--- src/rtl/cdc_clear_seq_pkg.sv ---
// Shared types and sizing helpers for the CDC clear sequencer.
package cdc_clear_seq_pkg;

    typedef enum logic [1:0] {
        IDLE   = 2'd0,
        DRAIN  = 2'd1,
        CLEAR  = 2'd2,
        SETTLE = 2'd3
    } state_t;

    // Width of the one counter shared by DRAIN, CLEAR and SETTLE.
    function automatic int cnt_width(input int drain_t, input int clear_c, input int settle_c);
        int m;
        m = drain_t;
        if (clear_c > m) m = clear_c;
        if (settle_c > m) m = settle_c;
        return $clog2(m + 1);
    endfunction

endpackage

--- src/rtl/cdc_clear_seq.sv ---
// Drains, clears and settles a clearable CDC source side on request, gating
// upstream traffic for the whole sequence and coalescing requests that arrive meanwhile.
module cdc_clear_seq
    import cdc_clear_seq_pkg::*;
#(
    parameter int DATA_WIDTH    = 32,
    parameter int CLEAR_CYCLES  = 4,
    parameter int DRAIN_TIMEOUT = 64,
    parameter int SETTLE_CYCLES = 2
) (
    input  logic                  clk_i,
    input  logic                  rst_i,
    input  logic                  clear_req_i,
    output logic                  clear_ack_o,
    output logic                  busy_o,
    output logic                  timeout_o,
    input  logic [DATA_WIDTH-1:0] up_data_i,
    input  logic                  up_valid_i,
    output logic                  up_ready_o,
    output logic [DATA_WIDTH-1:0] cdc_data_o,
    output logic                  cdc_valid_o,
    input  logic                  cdc_ready_i,
    output logic                  cdc_clear_o
);

    localparam int CNT_W = cnt_width(DRAIN_TIMEOUT, CLEAR_CYCLES, SETTLE_CYCLES);
    localparam logic [CNT_W-1:0] DRAIN_LOAD  = CNT_W'(DRAIN_TIMEOUT);
    localparam logic [CNT_W-1:0] CLEAR_LOAD  = CNT_W'(CLEAR_CYCLES);
    localparam logic [CNT_W-1:0] SETTLE_LOAD = CNT_W'(SETTLE_CYCLES);
    localparam logic [CNT_W-1:0] CNT_ONE     = CNT_W'(1);

    state_t           state_q;
    state_t           state_d;
    logic [CNT_W-1:0] cnt_q;
    logic             pend_q;
    logic             start;
    logic             cnt_last;

    assign start      = (state_q == IDLE) && (clear_req_i || pend_q);
    assign cnt_last   = (cnt_q == CNT_ONE);
    assign cdc_data_o = up_data_i;

    always_ff @(posedge clk_i) begin
        if (rst_i) state_q <= IDLE;
        else       state_q <= state_d;
    end

    // Ready wins over an expiring drain count, so a late drain is not a timeout.
    always_comb begin
        state_d = state_q;
        case (state_q)
            IDLE:    if (start) state_d = DRAIN;
            DRAIN:   if (cdc_ready_i || cnt_last) state_d = CLEAR;
            CLEAR:   if (cnt_last) state_d = SETTLE;
            SETTLE:  if (cnt_last) state_d = IDLE;
            default: state_d = IDLE;
        endcase
    end

    always_comb begin
        busy_o      = (state_q != IDLE);
        cdc_clear_o = (state_q == CLEAR);
        cdc_valid_o = (state_q == IDLE) && up_valid_i;
        up_ready_o  = (state_q == IDLE) && cdc_ready_i;
    end

    always_ff @(posedge clk_i) begin
        if (rst_i) begin
            cnt_q       <= '0;
            pend_q      <= 1'b0;
            timeout_o   <= 1'b0;
            clear_ack_o <= 1'b0;
        end else begin
            clear_ack_o <= (state_q == SETTLE) && cnt_last;

            // Reload on every state entry; count down while dwelling.
            if (state_d != state_q) begin
                case (state_d)
                    DRAIN:   cnt_q <= DRAIN_LOAD;
                    CLEAR:   cnt_q <= CLEAR_LOAD;
                    SETTLE:  cnt_q <= SETTLE_LOAD;
                    default: cnt_q <= '0;
                endcase
            end else if (cnt_q != '0) begin
                cnt_q <= cnt_q - CNT_ONE;
            end

            if (start)                                pend_q <= 1'b0;
            else if (clear_req_i && state_q != IDLE) pend_q <= 1'b1;

            if (start)
                timeout_o <= 1'b0;
            else if (state_q == DRAIN && !cdc_ready_i && cnt_last)
                timeout_o <= 1'b1;
        end
    end

endmodule
--- config.mk ---
export PLATFORM = sky130hd
export DESIGN_NAME = cdc_clear_seq
export DESIGN_NICKNAME = d
export VERILOG_FILES = /design/src/rtl/cdc_clear_seq_pkg.sv /design/src/rtl/cdc_clear_seq.sv
export SDC_FILE = /design/constraint.sdc
export NUM_CORES = 1
export LEC_CHECK = 0
export CORE_MARGIN = 2
export CORE_UTILIZATION = 32
export DETAILED_ROUTE_END_ITERATION = 16
export PLACE_DENSITY = 0.8
export SYNTH_ARGS = -nofsm -noshare
export SYNTH_HDL_FRONTEND = slang
export SYNTH_SLANG_ARGS = --single-unit
export TNS_END_PERCENT = 30
--- constraint.sdc ---
create_clock -name clk_i -period 1.8 [get_ports clk_i]
set_clock_uncertainty 0.05 [all_clocks]
set_input_delay 0.27 -clock clk_i [delete_from_list [all_inputs] [get_ports clk_i]]
set_output_delay 0.27 -clock clk_i [all_outputs]
set_load 0.005 [all_outputs]
; After elaboration in Yosys (flattened, before gate mapping)
; Index checks and enable logic that the tools add are counted.
[totals]
register_bits = 12
inputBits = 37
output_inout_bits = 38
elab_cells = 37
[classes]
addsub = 1
n_reduce_logical = 15
mux = 8
eq_ne = 8
[op_table]
columns = op, count
row1 = one-hot mux 7 bit (3 select lines), 1
row2 = 2-to-1 mux 7 bit, 2
row3 = equality test 2 bit (second input constant), 4
row4 = 2-to-1 mux 2 bit, 4
row5 = one-hot mux 2 bit (4 select lines), 1
row6 = equality test 7 x 1 -> 1 bit (second input constant), 1
row7 = logical AND 1 bit, 7
row8 = nonzero test 7 bit, 1
row9 = subtractor 7 x 1 -> 7 bit (second input constant), 1
row10 = equality test 2 x 1 -> 1 bit (second input constant), 2
row11 = nonzero test 2 bit, 2
row12 = zero test 2 bit, 1
row13 = logical OR 1 bit, 2
row14 = inequality test 2 bit, 1
row15 = OR reduction 2 bit, 1
row16 = zero test 1 bit, 1

; Longest topological paths before layout
; Gate-level depths: netlist (run 1).
[depth]
ltp_word = 7
depth_mapped = 6
mapped_depth_nobuf = 6

; Worst setup path after synthesis (run 1)
; Ideal clock, no wire load.
[synth_path]
path_kind = register to register
start = register cnt_q[0]
end = register cnt_q[6]
setup_slack_ns = 0.169
required_time_ns = 1.647
arrival_ns = 1.478
period_less_slack_ns = 1.631
path_stages_with_launch = 7
setup_time_ns = 0.103
path_buffers = 0
path_cell_list = dfxtp_1 > inv_1 > ha_1 > or3b_4 > nor3_4 > xnor2_1 > a2111oi_2
[synth_between]
elab_chain_cells = 7
elab_cells_between_ends = 16
classes_between = add/sub: 1 / eq/ne: 5 / mux: 7 / reduce/logical: 3
[synth_rtl]
columns = item, line
row1 = "start, declared", cdc_clear_seq.sv:34  ; logic [CNT_W-1:0] cnt_q;
row2 = "start signal, assigned", cdc_clear_seq.sv:85  ; cnt_q <= cnt_q - CNT_ONE;
row3 = equality test 7 x 1 -> 1 bit, cdc_clear_seq.sv:40  ; assign cnt_last = (cnt_q == CNT_ONE);
row4 = logical OR 1 bit, cdc_clear_seq.sv:53  ; DRAIN: if (cdc_ready_i || cnt_last) state_d = CLEAR;
row5 = 2-to-1 mux 2 bit, cdc_clear_seq.sv:53
row6 = one-hot mux 2 bit (4 select lines), cdc_clear_seq.sv:51  ; case (state_q)
row7 = equality test 2 bit or equality test 2 x 1 -> 1 bit (tied branches), cdc_clear_seq.sv:78  ; case (state_d)
row8 = one-hot mux 7 bit (3 select lines), cdc_clear_seq.sv:78
row9 = 2-to-1 mux 7 bit, cdc_clear_seq.sv:77  ; if (state_d != state_q) begin
; Several ways; a longest one is shown, not always the timed one. The select of a mux whose other input is x is not followed.
; A chain may end at the register's enable or synchronous reset.

; Worst setup path after layout (run 1)
[layout_path]
start = input port cdc_ready_i
end = output port up_ready_o
[layout_between]
elab_chain_cells = 1
[layout_rtl]
columns = item, line
row1 = "start, declared", cdc_clear_seq.sv:22  ; input logic cdc_ready_i,
row2 = logical AND 1 bit, cdc_clear_seq.sv:64  ; up_ready_o = (state_q == IDLE) && cdc_ready_i;
row3 = "end, declared", cdc_clear_seq.sv:19  ; output logic up_ready_o,
; No other way between the ends.

==> results of run 1 <==
final timing paths:
kind,from,endpoint
setup / recovery,cdc_ready_i,up_ready_o
hold / removal,timeout_o,timeout_o
setup reg to reg,cnt_q[0],cnt_q[6]
hold reg to reg,timeout_o,timeout_o
logic make-up after synthesis:
group | Yosys count
fa+ha+maj | 3
simple gates | 33
flops | 12
mux | 1
compound gates | 17
xor+xnor | 4
buf+inv | 39
synth_stat cells, types with 2 or more instances:
cell | count | area share
and3_1 | 2 | 0.014
buf_4 | 32 | 0.27
nand2b_1 | 2 | 0.014
nand2_1 | 5 | 0.021
a2111oi_2 | 2 | 0.033
nor3_1 | 5 | 0.028
ha_1 | 3 | 0.041
a21oi_1 | 5 | 0.028
o21ai_1 | 2 | 0.011
xnor2_1 | 4 | 0.039
dfxtp_1 | 12 | 0.27
inv_1 | 5 | 0.021
nor2_1 | 11 | 0.046
area by class of cell:
type                            instances  area (um2)
Inverter                                5        18.8
Tap cell                               31        38.8
Clock buffer                            3        22.5
Fill cell                             269        1850
Sequential cell                        12         245
Timing Repair Buffer                   15         138
Multi-Input combinational cell         58         418
metal layers:
| layer | wire (um) | vias up | global-route usage |
|---|---|---|---|
| met2 | 830 | 38 | 0.176 |
| li1 | - | 309 | - |
| met4 | 44 | 0 | 0.0598 |
| met5 | 0 | - | 0 |
| met1 | 650 | 278 | 0.116 |
| met3 | 200 | 10 | 0.0635 |
sequential cells by signal, summed over array words and instances (netlist names):
| name | flops |
|---|---|
| cnt_q | 7 |
| state_q | 2 |
| clear_ack_o | 1 |
| pend_q | 1 |
| timeout_o | 1 |
power by group through the flow:
stage | clock network [uW] | registers (uW) | logic, uW
4_1_cts | 169 | 430 | 726
5_1_grt | 186 | 461 | 833
6_report | 167 | 448 | 758
2_1_floorplan | 0 | 421 | 612
3_3_place_gp | 0 | 430 | 684
3_5_place_dp | 0 | 435 | 711
per-stage QoR:
stage | total power (uW) | utilization | instances | setup WS, ns
floorplan | 1030 | - | 109 | 0.169
finish | 1370 | 0.322 | 124 | 0.0669
detailed placement | 1150 | 0.303 | 121 | 0.0538
CTS | 1320 | 0.313 | 124 | -0.0138
global placement | 1110 | 0.303 | 121 | 0.0774
global route | 1480 | 0.322 | 124 | -0.0104
timing repair:
item	in CTS	in global routing
resized for setup	3	8
pin swaps	0	1
setup endpoints to repair	2	6
cloned	0	0
worst max-delay path, delay by kind of cell:
family / cells / cell delay, ns
buffers and inverters: 3 / 1.04
and+or+nand+nor: 1 / 0.10
==> results.toml, run 1 <==
[status]
status = "complete, no violations"

[route]
drtAntennaViolNets = 0
drt_pre_antenna_iters = 4
vias = 635
drt-initial-drc-count = 11
routedWlPerCell_um = 13.9
routed_wl_mm = 1.73
post_drt_via_cell_ratio = 5.12
drc_errors = 0

[yosys]
yosys.area_share.adder = 0.0414
syn_inst = 109
muxShareOfSynthArea = 0.0124
synth_simple_gate_area_frac = 0.203
ys_warn_count = 0
synth_ff_type = "dfxtp_1"
synth_cell_types = 32
async_flop_share = 0
synth_nets = 149
ys_seq_area_frac = 0.265
syn_area_um2 = 906
syn_avg_cell_area_um2 = 8.31
synth_top_family_by_area = "buffers and inverters"
synth_compound_area_frac = 0.137
synth_edf_count = 0
synthXorXnorAreaFrac = 0.0387
synth.ff_latch_count = 12

[floorplan]
die_w_um = 57.2
core_um2 = 2730
die_h_um = 57.2
dieArea_um2 = 3270
ios = 75
rows = 19
initial_core_util = 0.331

[timing]
relSlewSlack = 0.780
tns_ns = 0
holdWs_ns = 0.444
final_max_slew_viol_count = 0
min_period_ns = 1.73
hold_viol_final = 0
setup_viol = 0
fmax_mhz = 577
rsz0062_at_grt = "yes"
worst_pin_slew_ns = 0.330
period_share = 0.963

[final_layout]
fin_nets = 135
drive_above_1_share = 0.215
syn_to_final_growth_pct = -2.76
antenna_cells = 0
design_area_um2 = 881
mostFrequentLayoutCells = "dfxtp_1, clkdlybuf4s50_1, nor2_1"

[cts]
clk_pin_slew_ns = 0.07
post_cts_buffers = 0
cts_buffers = 3
cts_buffer_depth = 2
insertion_delay_ns = 0.28
cts_tree = "done"
cts_htree_levels = 1
clock_sinks = 12
cts-root-buf = "clkbuf_4"
holdBufCountCts = 0

[critical_path]
critPathCaptureType = "primary output"
criticalPathCategory = "in2out"
reg2reg_depth = 6
cp_common_cell = "clkdlybuf4s50_1"
startpoint_type = "input port"
crit_slowest_cell = "clkdlybuf4s50_1"
critical_path_arrival_ns = 1.41
rrSetupSlack_ns = 0.12
cp_slowest_stage_delay_ns = 0.50
cp.required_ns = 1.48
critical_path.cell_chain = "clkdlybuf4s50_1 -> inv_1 -> nor2_1 -> clkdlybuf4s50_1"
critical_path.max_fanout = 3

[global_routing]
track_usage = 0.111
antenna_found_initial = 0
grt_max_degree = 10
grt_first_pass_wirelength_mm = 2.87
grt-ovfl-total = 0
first_global_vias = 643

[placed_design]
place_area_um2 = 827
io_buffers = 10
place_congestion = 0.804
hpwl_mm = 1.34

[worst_hold_path]
holdPathStages = 2
hp-class = "reg2reg"

[power]
clock_power_share = 0.122
ir_drop_mv = 1.12
intPower_uw = 803
switching_share = 0.415
pwr-share-comb = 0.552
total_switching_power_uw = 570
power_density_nw_per_um2 = 1560
seq_power_share = 0.326
leakagePower_uw = 0.000332

[job]
cap_violations = 0
(Power assumes the default switching activity.)
==> run 2, diff against run 1 <==
--- a/config.mk
+++ b/config.mk
@@ -6,5 +6,5 @@
 export NUM_CORES = 1
 export LEC_CHECK = 0
-export CORE_MARGIN = 2
+export CORE_MARGIN = 1.5
 export CORE_UTILIZATION = 32
 export DETAILED_ROUTE_END_ITERATION = 16
--- a/constraint.sdc
+++ b/constraint.sdc
@@ -3,3 +3,3 @@
 set_input_delay 0.27 -clock clk_i [delete_from_list [all_inputs] [get_ports clk_i]]
 set_output_delay 0.27 -clock clk_i [all_outputs]
-set_load 0.005 [all_outputs]
+set_load 0.1 [all_outputs]
==> run 2 against run 1 <==
  * First-iteration DRC count increased by 130%
  * Clock power barely moved
  * Sequential share of layout area shrank 1.4 points
  * Core utilization grew 1.3 points
  * Die area decreased by 3.5%
  * Largest cell class unchanged
  * Clock-buffer cell count did not move
  * Fmax shrank 1.5%
  * Final cell count fell by 1.6%
  * Total power rose by 11%
  * Routed wire length is 0.87% higher
==> results.toml, run 2 (synthesis gave the netlist of run 1 again) <==
[power]
switching_share = 0.457
power_uw = 1530
leakagePower_uw = 0.000349
ir_drop_mv = 0.800
pwr-share-comb = 0.604
clock_power_share = 0.108
intPower_uw = 828
total_switching_power_uw = 698
seq_power_share = 0.289
power_density_nw_per_um2 = 1680

[route]
drc_errors = 0
routed_wl_mm = 1.74
drt_pre_antenna_iters = 4
routedWlPerCell_um = 14.3
drt-initial-drc-count = 25
drtAntennaViolNets = 0
post_drt_via_cell_ratio = 5.22
vias = 637

[timing]
fmax_mhz = 568
relSlewSlack = 0.781
min_period_ns = 1.76
period_share = 0.978
setup_viol = 0
worst_pin_slew_ns = 0.327
holdWs_ns = 0.490
hold_viol_final = 0
tns_ns = 0
rsz0062_at_grt = "yes"
final_max_slew_viol_count = 0

[critical_path]
critPathCaptureType = "flip-flop"
critical_path_arrival_ns = 1.88
cp_slowest_stage_delay_ns = 0.41
cp-startpoint = "cnt_q[0]"
reg2reg_from = "cnt_q[0]"
cp.required_ns = 1.92
crit_slowest_cell = "or3b_4"
critPathTopFamily = "simple AND/OR/NAND/NOR gates"
cp.depth = 6
rrSetupSlack_ns = 0.04
cp_num_buf_inv = 1
startpoint_type = "flip-flop"
criticalPathCategory = "reg2reg"
critical_path.cell_chain = "inv_1 -> ha_1 -> or3b_4 -> nor3_4 -> xnor2_1 -> a2111oi_2"
critical_path.max_fanout = 4
reg2reg_depth = 6
r2r-end = "cnt_q[6]"

[final_layout]
final_util = 0.335
design_area_um2 = 907
fin_nets = 133
largest_reg_flops = 7
top_register = "cnt_q"
reg.largest.list = "cnt_q x7, state_q x2"
drive_above_1_share = 0.231
syn_to_final_growth_pct = 0.138
antenna_cells = 0
final_common_cell = "dfxtp_1"
mostFrequentLayoutCells = "dfxtp_1, nor2_1"

[worst_hold_path]
hp-class = "in2out"
holdPathStages = 0
hold_start = "up_data_i[10]"
whs_endpoint = "cdc_data_o[10]"

[cts]
cts_buffers = 3
cts_htree_levels = 1
post_cts_buffers = 0
cts_buffer_depth = 2
holdBufCountCts = 0
cts_tree = "done"
insertion_delay_ns = 0.27
clock_sinks = 12
cts-root-buf = "clkbuf_4"
cts_resized = 0
clk_pin_slew_ns = 0.07

[placed_design]
place_area_um2 = 870
io_buffers = 10
hpwl_mm = 1.34
place_congestion = 0.781

[global_routing]
grt_first_pass_wirelength_mm = 2.75
grt_max_degree = 10
first_global_vias = 627
track_usage = 0.109
grt-ovfl-total = 0
antenna_found_initial = 0

[floorplan]
rows = 19
initial_core_util = 0.334
ios = 75
die_w_um = 56.2
die_h_um = 56.2
core_um2 = 2710
dieArea_um2 = 3160

[job]
cap_violations = 0

[status]
status = "complete, no violations"
-- run 2: cell types whose count changed in the layout (fill, tap and decap cells not counted), moves of 2 or more --
cell	delta
nor2_2	+2
clkdlybuf4s50_1	-6
buf_12	+5
inv_1	+2
dfxtp_1	+2
inv_2	-2
-- run 2: layout make-up --
type / count / area [um2]
inverters: 5 / 18.8
flip-flops and latches: 12 / 240
fillers: 290 / 1800
repair buffers: 13 / 170
well taps: 31 / 38.8
clock buffers: 3 / 22.5
multi-input cells: 58 / 417
-- run 2: metrics by stage --
step                      setup slack, ns  std cells
after floorplan                    -0.200        109
after CTS                          0.0261        122
after detailed placement           0.0493        119
final                              0.0398        122
after global routing              -0.0207        122
after global placement              0.137        119
-- run 2: worst max-delay path by stage --
| stage | endpoint | slack [ns] |
|---|---|---|
| after global placement | cnt_q[6] | 0.14 |
| after CTS | cnt_q[6] | 0.03 |
| final | cnt_q[6] | 0.04 |
| after detailed placement | cnt_q[6] | 0.05 |
| after global routing | cnt_q[6] | -0.02 |
| after floorplan | up_ready_o | -0.20 |
-- run 2: per-layer routing --
| layer | wire length [um] | up-vias | GRT usage | part of all wire |
|---|---|---|---|---|
| met1 | 619 | 287 | 0.110 | 0.36 |
| met3 | 153 | 17 | 0.0326 | 0.088 |
| met2 | 866 | 32 | 0.185 | 0.50 |
| met5 | 0 | - | 0 | 0 |
| met4 | 102 | 0 | 0.0850 | 0.059 |
| li1 | - | 301 | - | - |
-- run 2: power groups by stage --
stage	Clock [uW]	Sequential [uW]	Combinational, uW
final	164	441	921
after global placement	0	428	851
after detailed placement	0	436	883
after CTS	169	429	897
after global routing	179	452	992
after floorplan	0	427	1010
==> run 3, diff against run 2 <==
--- a/config.mk
+++ b/config.mk
@@ -7,7 +7,7 @@
 export LEC_CHECK = 0
 export CORE_MARGIN = 1.5
-export CORE_UTILIZATION = 32
+export CORE_UTILIZATION = 35
 export DETAILED_ROUTE_END_ITERATION = 16
-export PLACE_DENSITY = 0.8
+export PLACE_DENSITY = 0.86
 export SYNTH_ARGS = -nofsm -noshare
 export SYNTH_HDL_FRONTEND = slang
==> constraint.sdc (replaced) <==
create_clock -name clk_i -period 2.21 [get_ports clk_i]
set_clock_uncertainty 0.05 [all_clocks]
set_input_delay 0.221 -clock clk_i [delete_from_list [all_inputs] [get_ports clk_i]]
set_output_delay 0.221 -clock clk_i [all_outputs]
set_load 0.1 [all_outputs]
==> run 3 against run 2 <==
  * Non-clock buffer count decreased by 3
  * Fmax increased by 1.9%
  * Hold slack got worse by 0.098 ns
  * First-iteration DRC count decreased by 64%
  * Clock-buffer cell count increased by 1
  * Final cell count decreased by 2.5%
  * Core utilization increased by 0.83 points
  * Critical path depth unchanged
  * Die area decreased by 8.1%
  * Routed wire length decreased by 13%
  * Sequential share of layout area increased by 2.0 points
  * Total power decreased by 22%
  * Critical endpoint unchanged
  * Largest power group unchanged
==> results.toml, run 3 (synthesis gave the netlist of run 1 again) <==
[status]
status = "complete, no violations"

[final_layout]
final_cells = 119
drive_above_1_share = 0.180
mostFrequentLayoutCells = "dfxtp_1, nor2_1"
syn_to_final_growth_pct = -7.04
largest_reg_flops = 7
antenna_cells = 0
design_area_um2 = 842
top_register = "cnt_q"
final_common_cell = "dfxtp_1"
reg.largest.list = "cnt_q x7, state_q x2"
fin_nets = 130

[cts]
cts_resized = 0
clock_sinks = 12
cts_buffers = 3
clk_pin_slew_ns = 0.08
insertion_delay_ns = 0.27
post_cts_buffers = 0
cts_buffer_depth = 2
holdBufCountCts = 0
cts_htree_levels = 1
cts_tree = "done"
cts-root-buf = "clkbuf_4"

[critical_path]
criticalPathCategory = "reg2reg"
cp.required_ns = 2.33
cp_num_buf_inv = 1
critPathTopFamily = "simple AND/OR/NAND/NOR gates"
critical_path.cell_chain = "inv_1 -> ha_1 -> or3b_4 -> nor3_4 -> xnor2_1 -> a2111oi_2"
rrSetupSlack_ns = 0.48
crit_slowest_cell = "or3b_4"
critical_path.max_fanout = 4
cp_slowest_stage_delay_ns = 0.41
critical_path_arrival_ns = 1.85
startpoint_type = "flip-flop"
critPathCaptureType = "flip-flop"

[timing]
hold_viol_final = 0
min_period_ns = 1.73
period_share = 0.782
fmax_mhz = 579
rsz0062_at_grt = "no"
relSlewSlack = 0.670
worst_pin_slew_ns = 0.490
final_max_slew_viol_count = 0
setup_viol = 0

[route]
drt_pre_antenna_iters = 4
post_drt_via_cell_ratio = 5.23
routedWlPerCell_um = 12.7
drc_errors = 0
drtAntennaViolNets = 0
routed_wl_mm = 1.52
vias = 622
drt-initial-drc-count = 9

[global_routing]
grt_first_pass_wirelength_mm = 2.31
antenna_found_initial = 0
first_global_vias = 542
track_usage = 0.115
grt_max_degree = 10
grt-ovfl-total = 0

[floorplan]
initial_core_util = 0.369
die_w_um = 53.9
core_um2 = 2450
rows = 18
dieArea_um2 = 2900
die_h_um = 53.9
ios = 75

[placed_design]
io_buffers = 10
dp_cells = 115
hpwl_mm = 1.24
place_area_um2 = 806
place_congestion = 0.817

[power]
ir_drop_mv = 0.646
power_density_nw_per_um2 = 1420
leakagePower_uw = 0.000323

[worst_hold_path]
hp-class = "in2out"

[job]
cap_violations = 0
==> run 3: worst register-to-register path: cells and delay by family, from the launching register on <==
family                     cells  cell delay, ns
AOI/OAI and AO/OA              1            0.34
DFF                            1            0.34
buffers and inverters          1            0.08
and+or+nand+nor                2            0.54
xor gates and xnor gates       1            0.09
adders and majority gates      1            0.17
==> run 3: per-stage QoR <==
| stage | hold slack [ns] | setup TNS [ns] | worst slack, ns | power [uW] | util |
|---|---|---|---|---|---|
| 2_1_floorplan | 0.346 | -0.00283 | -0.00283 | 1170 | - |
| 3_3_place_gp | 0.393 | 0 | 0.546 | 1000 | 0.328 |
| 3_5_place_dp | 0.393 | 0 | 0.493 | 1030 | 0.328 |
| 4_1_cts | 0.393 | 0 | 0.470 | 1200 | 0.343 |
| 5_1_grt | 0.392 | 0 | 0.338 | 1280 | 0.343 |
| 6_report | 0.392 | 0 | 0.482 | 1190 | 0.343 |
==> run 3: report_power, final <==
part	leakage [uW]	switching [uW]	total [uW]	internal (uW)
Combinational	0.000204	385	670	285
Sequential	0.0000983	78.5	352	274
Clock	0.0000210	70.8	171	100
Total	0.000323	534	1190	659
==> run 3: layer usage <==
layer  part of all wire  global-route usage  vias to the layer above
met1               0.38               0.120                      278
met5                  0                   0                        -
li1                   -                   -                      297
met4              0.035               0.103                        0
met3              0.081              0.0222                       12
met2               0.51               0.193                       35
==> run 3: path summary, 6_finish.rpt <==
kind                                     from        endpoint  cells after the start
worst max-delay path                 cnt_q[0]        cnt_q[6]                      6
worst max register to register       cnt_q[0]        cnt_q[6]                      6
worst min register to register      timeout_o       timeout_o                      2
worst min-delay path            up_data_i[12]  cdc_data_o[12]                      0
==> run 3: final cells by class <==
| cell class | count | area, um2 |
|---|---|---|
| flip-flops and latches | 12 | 240 |
| well taps | 30 | 37.5 |
| clock buffers | 4 | 36.3 |
| inverters | 5 | 18.8 |
| multi-input cells | 58 | 399 |
| repair buffers | 10 | 110 |
| fillers | 241 | 1610 |
